===== config.mk =====
export PLATFORM = sky130hd
export DESIGN_NAME = deserializador
export DESIGN_NICKNAME = d
export VERILOG_FILES = /design/src/rtl/deserializador.sv
export SDC_FILE = /design/constraint.sdc
export NUM_CORES = 1
export LEC_CHECK = 0
export CAP_MARGIN = 10
export CORE_MARGIN = 2
export CORE_UTILIZATION = 42
export DETAILED_ROUTE_END_ITERATION = 6
export PLACE_DENSITY_LB_ADDON = 0.08
export SLEW_MARGIN = 20
export SYNTH_ARGS = -nofsm -noshare
export SYNTH_HDL_FRONTEND = slang
export SYNTH_SLANG_ARGS = --single-unit

===== constraint.sdc =====
create_clock -name clk -period 3.9 [get_ports clk]
set_input_delay 0.39 -clock clk [delete_from_list [all_inputs] [get_ports clk]]
set_output_delay 0.39 -clock clk [all_outputs]
set_load 0.02 [all_outputs]

===== src/rtl/deserializador.sv =====
// Serial-to-parallel receiver for the 8-bit serializer stream (MSB first).
// Hunts for a comma byte to recover word alignment, confirms it with a run of
// boundary-aligned commas, then emits one parallel word per 8 clocks with a
// one-cycle valid strobe. Repeated misaligned commas while locked drop lock.
module deserializador #(
    parameter logic [7:0]  COMMA      = 8'hBC,
    parameter int unsigned LOCK_CNT   = 2,
    parameter int unsigned UNLOCK_CNT = 3
) (
    input  logic       clk,
    input  logic       reset,
    input  logic       in,
    input  logic       DK,
    output logic [7:0] data_out,
    output logic       dk_out,
    output logic       valid_out,
    output logic       locked
);

    typedef enum logic [1:0] {
        SEARCH  = 2'd0,
        ACQUIRE = 2'd1,
        LOCKED  = 2'd2
    } state_t;

    localparam logic [3:0] LOCK_TH   = 4'(LOCK_CNT);
    localparam logic [3:0] UNLOCK_TH = 4'(UNLOCK_CNT);

    state_t     state_q, state_d;
    logic [7:0] sr_q, sr_d;
    logic [2:0] bit_cnt_q, bit_cnt_d;
    logic [3:0] fill_cnt_q, fill_cnt_d;
    logic [3:0] comma_cnt_q, comma_cnt_d;
    logic [3:0] err_cnt_q, err_cnt_d;
    logic [7:0] data_q, data_d;
    logic       dk_q, dk_d;
    logic       valid_q, valid_d;
    logic       locked_q, locked_d;

    logic [7:0] win;
    logic       hit;
    logic       boundary;
    logic [3:0] comma_inc;
    logic [3:0] err_inc;

    function automatic logic [3:0] sat_inc(input logic [3:0] v);
        return (v == 4'hF) ? v : v + 4'd1;
    endfunction

    // Byte completed on this edge; a comma only counts once the shift
    // register holds 8 real bits, so reset contents never alias a comma.
    assign win       = {sr_q[6:0], in};
    assign hit       = (fill_cnt_q >= 4'd7) && (win == COMMA);
    assign boundary  = (bit_cnt_q == 3'd7);
    assign comma_inc = sat_inc(comma_cnt_q);
    assign err_inc   = sat_inc(err_cnt_q);

    // Next-state, counter and output computation for the alignment FSM.
    always_comb begin
        // NOTE: every signal gets a default first so no path leaves it unassigned (no latches).
        state_d     = state_q;
        sr_d        = win;
        bit_cnt_d   = bit_cnt_q + 3'd1;
        fill_cnt_d  = (fill_cnt_q == 4'd8) ? fill_cnt_q : fill_cnt_q + 4'd1;
        comma_cnt_d = comma_cnt_q;
        err_cnt_d   = err_cnt_q;
        data_d      = data_q;
        dk_d        = dk_q;
        valid_d     = 1'b0;

        case (state_q)
            SEARCH: begin
                if (hit) begin
                    // The comma defines the word boundary: the next one lands 8 edges on.
                    bit_cnt_d   = 3'd0;
                    comma_cnt_d = 4'd1;
                    if (LOCK_TH <= 4'd1) begin
                        state_d   = LOCKED;
                        err_cnt_d = 4'd0;
                    end else begin
                        state_d = ACQUIRE;
                    end
                end
            end

            ACQUIRE: begin
                if (boundary) begin
                    if (hit) begin
                        comma_cnt_d = comma_inc;
                        if (comma_inc >= LOCK_TH) begin
                            state_d   = LOCKED;
                            err_cnt_d = 4'd0;
                        end
                    end else begin
                        state_d     = SEARCH;
                        comma_cnt_d = 4'd0;
                    end
                end
            end

            LOCKED: begin
                if (boundary) begin
                    // Every aligned word goes out, idles included; dk_out tells them apart.
                    data_d  = win;
                    dk_d    = DK;
                    valid_d = 1'b1;
                    if (hit) begin
                        err_cnt_d = 4'd0;
                    end
                end else if (hit) begin
                    err_cnt_d = err_inc;
                    if (err_inc >= UNLOCK_TH) begin
                        state_d     = SEARCH;
                        comma_cnt_d = 4'd0;
                        err_cnt_d   = 4'd0;
                    end
                end
            end

            default: begin
                state_d     = SEARCH;
                comma_cnt_d = 4'd0;
                err_cnt_d   = 4'd0;
            end
        endcase
    end

    assign locked_d = (state_d == LOCKED);

    // State and datapath registers with synchronous reset taking priority.
    always_ff @(posedge clk) begin
        // NOTE: non-blocking assignments so every flop samples pre-edge values.
        if (reset) begin
            state_q     <= SEARCH;
            sr_q        <= 8'h00;
            bit_cnt_q   <= 3'd0;
            fill_cnt_q  <= 4'd0;
            comma_cnt_q <= 4'd0;
            err_cnt_q   <= 4'd0;
            data_q      <= 8'h00;
            dk_q        <= 1'b0;
            valid_q     <= 1'b0;
            locked_q    <= 1'b0;
        end else begin
            state_q     <= state_d;
            sr_q        <= sr_d;
            bit_cnt_q   <= bit_cnt_d;
            fill_cnt_q  <= fill_cnt_d;
            comma_cnt_q <= comma_cnt_d;
            err_cnt_q   <= err_cnt_d;
            data_q      <= data_d;
            dk_q        <= dk_d;
            valid_q     <= valid_d;
            locked_q    <= locked_d;
        end
    end

    assign data_out  = data_q;
    assign dk_out    = dk_q;
    assign valid_out = valid_q;
    assign locked    = locked_q;

endmodule


[Yosys cells after proc, flatten, opt, wreduce, memory -nomap -nowiden]
Cells that the tools add are included.
Operators by class
  add/sub/neg operators: 4
  $lt $le $gt $ge: 3
  equality and inequality tests: 15
  multiplexer cells: 28
  bitwise gates (word level): 2
  reductions and logical operators: 6
Operators by type and width (number)
  4-bit two-way mux: 15
  4-bit one-hot mux with 3 select lines: 2
  2-bit two-way mux: 7
  2-bit inequality test (second input constant): 7
  4-bit by 1-bit adder with 4-bit output (second input constant): 3
  4-bit == test (second input constant): 3
  5-bit AND reduction: 2
  8-bit == test (second input constant): 1
  4-bit by 2-bit >= comparator with 1-bit output (second input constant): 2
  3-bit two-way mux: 2
  2-bit one-hot mux with 3 select lines: 1
  2-bit == test (second input constant): 2
  4-bit by 3-bit >= comparator with 1-bit output (second input constant): 1
  3-bit by 1-bit adder with 3-bit output (second input constant): 1
  3-bit == test (second input constant): 1
  2-bit by 1-bit == test with 1-bit output (second input constant): 1
  2-bit logical NOT: 1
  1-bit inverter: 2
  2-bit AND reduction: 1
  2-bit OR reduction: 1
  1-bit logical AND: 1
  1-bit two-way mux: 1
Storage, ports and cells
  bits in registers: 35
  input bits: 4
  output and inout port bits: 11
  word-level logic and storage cells: 68

[Logic depth before layout (Yosys ltp)]
Gate-level depths: netlist of run 1.
  depth in word-level cells: 8
  depth in mapped cells: 7
  mapped depth without buffers: 7

[Least setup slack after synthesis of run 1]
No wires, ideal clock.
  path type: flip-flop to flip-flop
  from: register fill_cnt_q[0]
  to: register comma_cnt_q[1]
  setup time: 0.117 ns
  arrival time: 1.710 ns
  required time: 3.783 ns
  slack: 2.073 ns
  stages on the path, launching flop included: 8
  buffers on the path: 1
  period minus slack after synthesis: 1.827 ns
  cell sequence: dfxtp_1 ha_1 a21oi_1 and3b_1 buf_2 o221ai_1 o32ai_1 a32o_1
On the way
  word-level cells in the longest chain between the ends: 5
  elaborated cells between the ends (all ways): 8
  those cells by class: 1 x order compare; 2 x eq/ne; 3 x mux; 2 x reduce/logical
Ends and longest elaborated chain
  start: declaration: RTL line 32  | logic [3:0] fill_cnt_q, fill_cnt_d;
  start signal: assignment: RTL line 148  | fill_cnt_q <= fill_cnt_d;
  4-bit by 3-bit >= comparator with 1-bit output *: RTL line 53  | assign hit = (fill_cnt_q >= 4'd7) && (win == COMMA);
  1-bit logical AND *: RTL line 53
  4-bit two-way mux: RTL line 88  | if (hit) begin
  4-bit two-way mux: RTL line 87  | if (boundary) begin
  4-bit one-hot mux with 3 select lines: RTL line 71  | case (state_q)
  end signal: assignment: RTL line 149  | comma_cnt_q <= comma_cnt_d;
  end: declaration: RTL line 33  | logic [3:0] comma_cnt_q, comma_cnt_d;
Mark *: on every way between the ends. The rest lies on a longest branch, timed or not. The select of a mux whose other input is x is not followed.
A chain may end at the register's enable or synchronous reset.

[Worst setup path after layout of run 1]
  from: register bit_cnt_q[0]
  to: register comma_cnt_q[2]
On the way
  word-level cells in the longest chain between the ends: 3
  elaborated cells between the ends (all ways): 4
  those cells by class: 3 x eq/ne; 1 x reduce/logical
Ends and longest elaborated chain
  start: declaration: RTL line 31  | logic [2:0] bit_cnt_q, bit_cnt_d;
  start signal: assignment: RTL line 147  | bit_cnt_q <= bit_cnt_d;
  3-bit == test *: RTL line 54  | assign boundary = (bit_cnt_q == 3'd7);
  named net boundary: RTL line 42  | logic boundary;
  2-bit inequality test (no source line)
  5-bit AND reduction (no source line) *
The timed path passes the listed nets; every way through them passes the cells marked *.

==> flow_summary.toml, run 1 <==
[placed_design]
post-place-ws_ps = 1507
place_hpwl_mm = 1.920
gp_congestion = 0.8330
numPortBuffers = 14

[synthesis]
postSynth.asyncResetShare_pct = 0
synth_seq_cells = 35
number_of_synthesized_flops_with_an_enable_pin = 0
synth.yosys.seq_area_share_pct = 45.79
post_synth_main_area_contributors = "sky130_fd_sc_hd__dfxtp_1 46%, sky130_fd_sc_hd__mux2i_1 8.5%, sky130_fd_sc_hd__ha_1 4.9%, sky130_fd_sc_hd__nor2_1 4.4%, sky130_fd_sc_hd__nor2b_1 3.3%"
synth.net_count = 171
postSynth.topFlopCell = "sky130_fd_sc_hd__dfxtp_1"
synth_area_per_cell_sq_um = 9.504
synthDistinctLibCells = 44
cell_accounting_for_the_most_synthesized_area = "sky130_fd_sc_hd__dfxtp_1"
netlist.area_leader.share_pct = 45.79
netlist_instances = 161
synth_warnings = 0
netlist_area_sq_mm = 0.001530
post_synth_most_frequent_cells = "35 x sky130_fd_sc_hd__dfxtp_1, 18 x sky130_fd_sc_hd__nor2_1, 13 x sky130_fd_sc_hd__mux2i_1"
cell_with_the_most_instances_after_synthesis = "sky130_fd_sc_hd__dfxtp_1"

[cts]
numClockSinks = 35
clkLatencyLatePin_ps = 340
numCtsBuffers = 5
htree_levels = 2
cts_resized = 0
ctsRootBufferMaster = "sky130_fd_sc_hd__clkbuf_4"
clk_pin_slew_ps = 100
maximum_clock_path_buffer_count = 2
post_cts_buffers = 0
cts_tree = "yes"
ctsHoldBuffers = 0

[sta]
period_share_pct = 61.73
setup_slack_ps = 1493
timing.final.crit_period_ps = 2407
worstMarginPinSlew_ps = 826.9
relSlewSlack_pct = 44.10
finalHoldViolCount = 0
timing.setup.tns_ps = 0
maxClockFrequency_ghz = 0.4154
setup_viol_count_final = 0
fin_skew_ps = 6.864
rsz0062_at_grt = "no"
finalMaxSlewViolations = 0

[floorplan]
core_sq_mm = 0.003416
boundaryPins = 15
die_height_microns = 64.36
rows = 21
initial_core_util_pct = 44.80
dieArea_sq_mm = 0.004142
die_x_microns = 64.36

[cells_and_area]
antenna_cells = 0
layout.nets = 186
drive_gt1_share_pct = 9.040
synthToLayoutAreaGrowth_pct = 16.19

[worst_setup_path]
setup_slack_of_the_worst_register_to_register_path_ps = 1490
crit_path_end_kind = "flop"
startpoint_type = "flop"
timing.critical_path.mode_cell = "sky130_fd_sc_hd__ha_1"
cp_slowest_cell = "sky130_fd_sc_hd__nand3b_1"
worst_path_largest_cell_delay_ps = 530
worstPathMaxFanout = 11
criticalPathCategory = "flop to flop"
cp.arrival_ps = 2670
cp_cell_sequence = "ha_1, ha_1, nand3b_1, a21boi_0, o221ai_1, o21ba_2, nor3_1"
worstPathBufferInverterCount = 0
cp_top_family = "compound AO/OA/AOI/OAI gates"
critical_path_required_ps = 4170

[power_and_ir_drop]
power.static_leakage_nw = 0.7508
p_seq_share_pct = 55.7
swShare_pct = 22.62
power_frac_comb_pct = 5.7
max-vdd-ir-drop_uv = 167.3
cell_internal_pwr_uw = 520.3
p_switching_uw = 152.1
share_clk_of_total_power_pct = 38.6
power_density_mw_per_mm2 = 378.2

[global_routing]
grt_pass1_vias = 1047
grt_max_degree = 33
gr-usage-all-layers_pct = 14.60
grt_antenna_before_repair = 0
wire_length_of_the_first_global_routing_pass_mm = 4.678
grt_overflow_total = 0

[status]
outcome = "finished clean"

[drt]
routedWlPerCell_microns = 11.89
drc = 0
drt_wl_total_mm = 2.652
drt_first_iter_violations = 55
drtAntennaViolNets = 0
via_count = 1129
post_drt_via_cell_ratio = 5.063
drt-pass1-iter-count = 4

[hold_path]
min-delay-path-class = "flop to flop"

[job]
max_cap_violations = 0
## state kept, by name, indices dropped and copies added, names as in the netlist
name and flops:
data_out 8, sr_q 7, comma_cnt_q 4, err_cnt_q 4, fill_cnt_q 4, bit_cnt_q 3, state_q 2, dk_out 1
locked 1, valid_out 1
## worst paths after layout
kind                      startpoint                     endpoint  cells past startpoint
max          bit_cnt_q[0]$_SDFF_PP0_  comma_cnt_q[2]$_SDFFE_PP0P_                      7
min          bit_cnt_q[0]$_SDFF_PP0_      bit_cnt_q[0]$_SDFF_PP0_                      1
max reg2reg  bit_cnt_q[0]$_SDFF_PP0_  comma_cnt_q[2]$_SDFFE_PP0P_                      7
min reg2reg  bit_cnt_q[0]$_SDFF_PP0_      bit_cnt_q[0]$_SDFF_PP0_                      1
## power by group through the flow
stage,Sequential (mW),Combinational (mW),Clock [mW]
floorplan,0.380,0.0302,0
global placement,0.382,0.0378,0
detailed placement,0.383,0.0389,0
CTS,0.375,0.0391,0.270
global route,0.376,0.0439,0.285
finish,0.375,0.0384,0.259
## cells by family after synthesis
kind of cell | share of synthesized area, %
and+or+nand+nor | 23.96
DFF | 45.79
AOI/OAI and AO/OA | 10.96
buffers and inverters | 4.742
muxes | 8.503
adders and majority gates | 4.906
xor gates and xnor gates | 1.145
## per-layer routing
metal	vias to the layer above	part of all wire [%]	wire length, microns	GRT usage, %
met2	14	45	1202	21.61
met4	0	2.0	54	6.383
met5	-	0	0	0
met1	514	49	1306	19.02
met3	7	3.3	88	5.282
li1	594	-	-	-
## worst reg2reg max path, stage by stage, from the launching register on
cell	delay [ps]
sky130_fd_sc_hd__dfxtp_1	330
sky130_fd_sc_hd__ha_1	190
sky130_fd_sc_hd__ha_1	240
sky130_fd_sc_hd__nand3b_1	530
sky130_fd_sc_hd__a21boi_0	330
sky130_fd_sc_hd__o221ai_1	330
sky130_fd_sc_hd__o21ba_2	290
sky130_fd_sc_hd__nor3_1	110
## per-stage QoR
stage                     hold slack [ps]  total power [mW]  cell area, sq um  util (%)  std cells
after floorplan                     398.4            0.4102              1530         -        161
after global placement              406.4            0.4201              1697     49.67        215
after detailed placement            416.8            0.4217              1697     49.67        215
after CTS                           433.6            0.6835              1778     52.05        223
after global routing                475.1            0.7057              1778     52.05        223
final                               437.0            0.6723              1778     52.05        223
## placed cells by master, fill, tap and decap left out, types with 2 or more instances in the layout
cell	Yosys	routed
sky130_fd_sc_hd__dfxtp_1	35	35
sky130_fd_sc_hd__nor2_1	18	18
sky130_fd_sc_hd__clkdlybuf4s50_1	0	14
sky130_fd_sc_hd__mux2i_1	13	13
sky130_fd_sc_hd__inv_1	9	9
sky130_fd_sc_hd__a21oi_1	9	9
sky130_fd_sc_hd__nor2b_1	8	8
sky130_fd_sc_hd__nand2_1	8	8
sky130_fd_sc_hd__nand3_1	7	7
sky130_fd_sc_hd__ha_1	6	6
sky130_fd_sc_hd__clkbuf_4	0	5
sky130_fd_sc_hd__and2_1	3	3
sky130_fd_sc_hd__nand3b_1	3	3
sky130_fd_sc_hd__nor3_1	3	3
sky130_fd_sc_hd__a21boi_0	2	2
sky130_fd_sc_hd__and3_1	2	2
sky130_fd_sc_hd__or4_1	2	2
sky130_fd_sc_hd__a31oi_1	2	2
## layout make-up
class                      instances  area (sq um)
fill                             332          1638
multi-input combinational        110         757.0
sequential                        35         700.7
timing repair buffer              15         147.6
tap                               46         57.56
clock inverter                     3         43.79
clock buffer                       5         37.54
inverter                           9         33.78
(Power assumes the default switching activity.)
==> run 2, diff against run 1 <==
==> constraint.sdc (replaced) <==
create_clock -name clk -period 2.17 [get_ports clk]
set_input_delay 0.217 -clock clk [delete_from_list [all_inputs] [get_ports clk]]
set_output_delay 0.217 -clock clk [all_outputs]
set_load 0.02 [all_outputs]
==> run 2 against run 1 <==
  * Non-clock buffer count up 4
  * Total power up 79%
  * Clock power up 78%
  * Sequential cell count unchanged
  * Largest cell class unchanged
  * Cell count up 1.8%
==> flow_summary.toml, run 2 (synthesis results as in run 1) <==
[power_and_ir_drop]
share_clk_of_total_power_pct = 38.2
p_seq_share_pct = 55.5
power_frac_comb_pct = 6.3
p_switching_uw = 268.1
power_density_mw_per_mm2 = 664.4
swShare_pct = 22.24
cell_internal_pwr_uw = 937.3
power.static_leakage_nw = 0.7719
max-vdd-ir-drop_uv = 270.5

[worst_setup_path]
cp_slowest_cell = "sky130_fd_sc_hd__or4_1"
cp.arrival_ps = 2240
cp_cell_sequence = "ha_1, a211o_1, or2_4, or4_1, mux2i_1"
setup_slack_of_the_worst_register_to_register_path_ps = 200
crit_path_end_kind = "flop"
worst_path_largest_cell_delay_ps = 470
cp_top_family = "simple AND/OR/NAND/NOR gates"
worstPathBufferInverterCount = 0
reg2reg_depth = 5
critical_path_required_ps = 2440
reg2reg_from = "err_cnt_q[0]$_SDFFE_PP0P_"
criticalPathCategory = "flop to flop"
worstPathMaxFanout = 5
worst_r2r_endpoint = "err_cnt_q[1]$_SDFFE_PP0P_"
startpoint_type = "flop"

[cts]
numCtsBuffers = 5
cts_tree = "yes"
ctsRootBufferMaster = "sky130_fd_sc_hd__clkbuf_4"
clkLatencyLatePin_ps = 330
ctsHoldBuffers = 0
maximum_clock_path_buffer_count = 2
htree_levels = 2
numClockSinks = 35
clk_pin_slew_ps = 110

[cells_and_area]
stdcell_area_sq_mm = 0.001814
num-fill-cells = 327
antenna_cells = 0
final_cells = 227
synthToLayoutAreaGrowth_pct = 18.56
sequential_cell_area_sq_um = 700.7
layout.cells.most_common = "sky130_fd_sc_hd__dfxtp_1"
layout.nets = 190
drive_gt1_share_pct = 11.60
multiInputGateArea_sq_um = 763.2
largest_register_ffs = 8
layout.cells.most_common_list = "35 x sky130_fd_sc_hd__dfxtp_1, 18 x sky130_fd_sc_hd__nor2_1, 14 x sky130_fd_sc_hd__clkdlybuf4s50_1, 13 x sky130_fd_sc_hd__mux2i_1"

[sta]
rsz0062_at_grt = "no"
worstMarginPinSlew_ps = 380.6
setup_viol_count_final = 0
finalHoldViolCount = 0
maxClockFrequency_ghz = 0.5083
fin_skew_ps = 9.170
finalMaxSlewViolations = 0
timing.final.crit_period_ps = 1967
timing.setup.tns_ps = 0
period_share_pct = 90.65
relSlewSlack_pct = 74.59
setup_slack_ps = 202.8

[drt]
drc = 0
drt_wl_total_mm = 2.704
post_drt_via_cell_ratio = 5.185
routedWlPerCell_microns = 11.91
drt-pass1-iter-count = 4
via_count = 1177
drtAntennaViolNets = 0
drt_first_iter_violations = 58

[floorplan]
initial_core_util_pct = 44.80
core_sq_mm = 0.003416
boundaryPins = 15
rows = 21
dieArea_sq_mm = 0.004142
die_height_microns = 64.36
die_x_microns = 64.36

[placed_design]
place_hpwl_mm = 2.015
post-place-ws_ps = 48.35
numPortBuffers = 14
gp_congestion = 0.8062
placed_cells_incl_taps = 219
total_placed_instance_area_sq_mm = 0.001727

[hold_path]
min-delay-path-class = "flop to flop"
whs_endpoint = "bit_cnt_q[0]$_SDFF_PP0_"
hold_depth = 1
timing.hold.worst.start = "bit_cnt_q[0]$_SDFF_PP0_"

[job]
max_cap_violations = 0

[status]
outcome = "finished clean"

[global_routing]
grt_pass1_vias = 1077
grt_max_degree = 27
grt_antenna_before_repair = 0
wire_length_of_the_first_global_routing_pass_mm = 4.788
grt_overflow_total = 0
gr-usage-all-layers_pct = 14.98
run 2: cell types whose count changed in the layout (fill, tap and decap cells not counted), sizes merged:
cell	delta
buf	+4
run 2: power groups by stage:
stage          Combinational [mW]  Sequential, mW  Clock (mW)
6_report                   0.0754           0.669       0.461
5_1_grt                    0.0852           0.672       0.504
4_1_cts                    0.0763           0.670       0.480
3_5_place_dp               0.0757           0.684           0
3_3_place_gp               0.0738           0.683           0
2_1_floorplan              0.0543           0.683           0
run 2: cell type report:
cell class	count	area share [%]
inverters	9	1.862
repair buffers	19	9.793
clock buffers	5	2.069
flip-flops and latches	35	38.62
well taps	46	3.172
clock inverters	3	2.414
multi-input cells	110	42.07
run 2: per-layer routing:
layer  GRT usage, %  up-vias  share of wire, %
met5              0        -                 0
met3          3.169        6               2.4
li1               -      603                 -
met2          24.09       19                47
met4          7.181        0               2.1
met1          19.06      549                48
run 2: worst reg2reg max path, stage by stage (launching register included):
cell and delay [ps]:
sky130_fd_sc_hd__dfxtp_1 360, sky130_fd_sc_hd__ha_1 320, sky130_fd_sc_hd__a211o_1 340, sky130_fd_sc_hd__or2_4 290, sky130_fd_sc_hd__or4_1 480, sky130_fd_sc_hd__mux2i_1 130
run 2: stage by stage:
stage | power (mW) | hold WS [ps] | utilization [%]
after floorplan | 0.7373 | 345.2 | -
after global placement | 0.7572 | 406.0 | 50.55
after detailed placement | 0.7600 | 417.3 | 50.55
after CTS | 1.226 | 433.3 | 52.93
after global routing | 1.261 | 447.8 | 53.11
final | 1.205 | 433.6 | 53.11
run 2: how the worst max path moves through the flow:
stage | slack [ps] | endpoint | from | cells past startpoint
global placement | 160 | comma_cnt_q[1]$_SDFFE_PP0P_ | in | 6
floorplan | 340 | comma_cnt_q[1]$_SDFFE_PP0P_ | fill_cnt_q[0]$_SDFFE_PP0P_ | 7
finish | 200 | err_cnt_q[1]$_SDFFE_PP0P_ | err_cnt_q[0]$_SDFFE_PP0P_ | 5
CTS | 170 | comma_cnt_q[1]$_SDFFE_PP0P_ | fill_cnt_q[0]$_SDFFE_PP0P_ | 6
detailed placement | 50 | comma_cnt_q[1]$_SDFFE_PP0P_ | in | 6
global route | 90 | comma_cnt_q[2]$_SDFFE_PP0P_ | bit_cnt_q[0]$_SDFF_PP0_ | 7
run 2: what timing repair did:
action / in CTS / in global routing
setup endpoints to repair: 0 / 2
gates resized for setup: 0 / 1
buffers inserted: 0 / 0
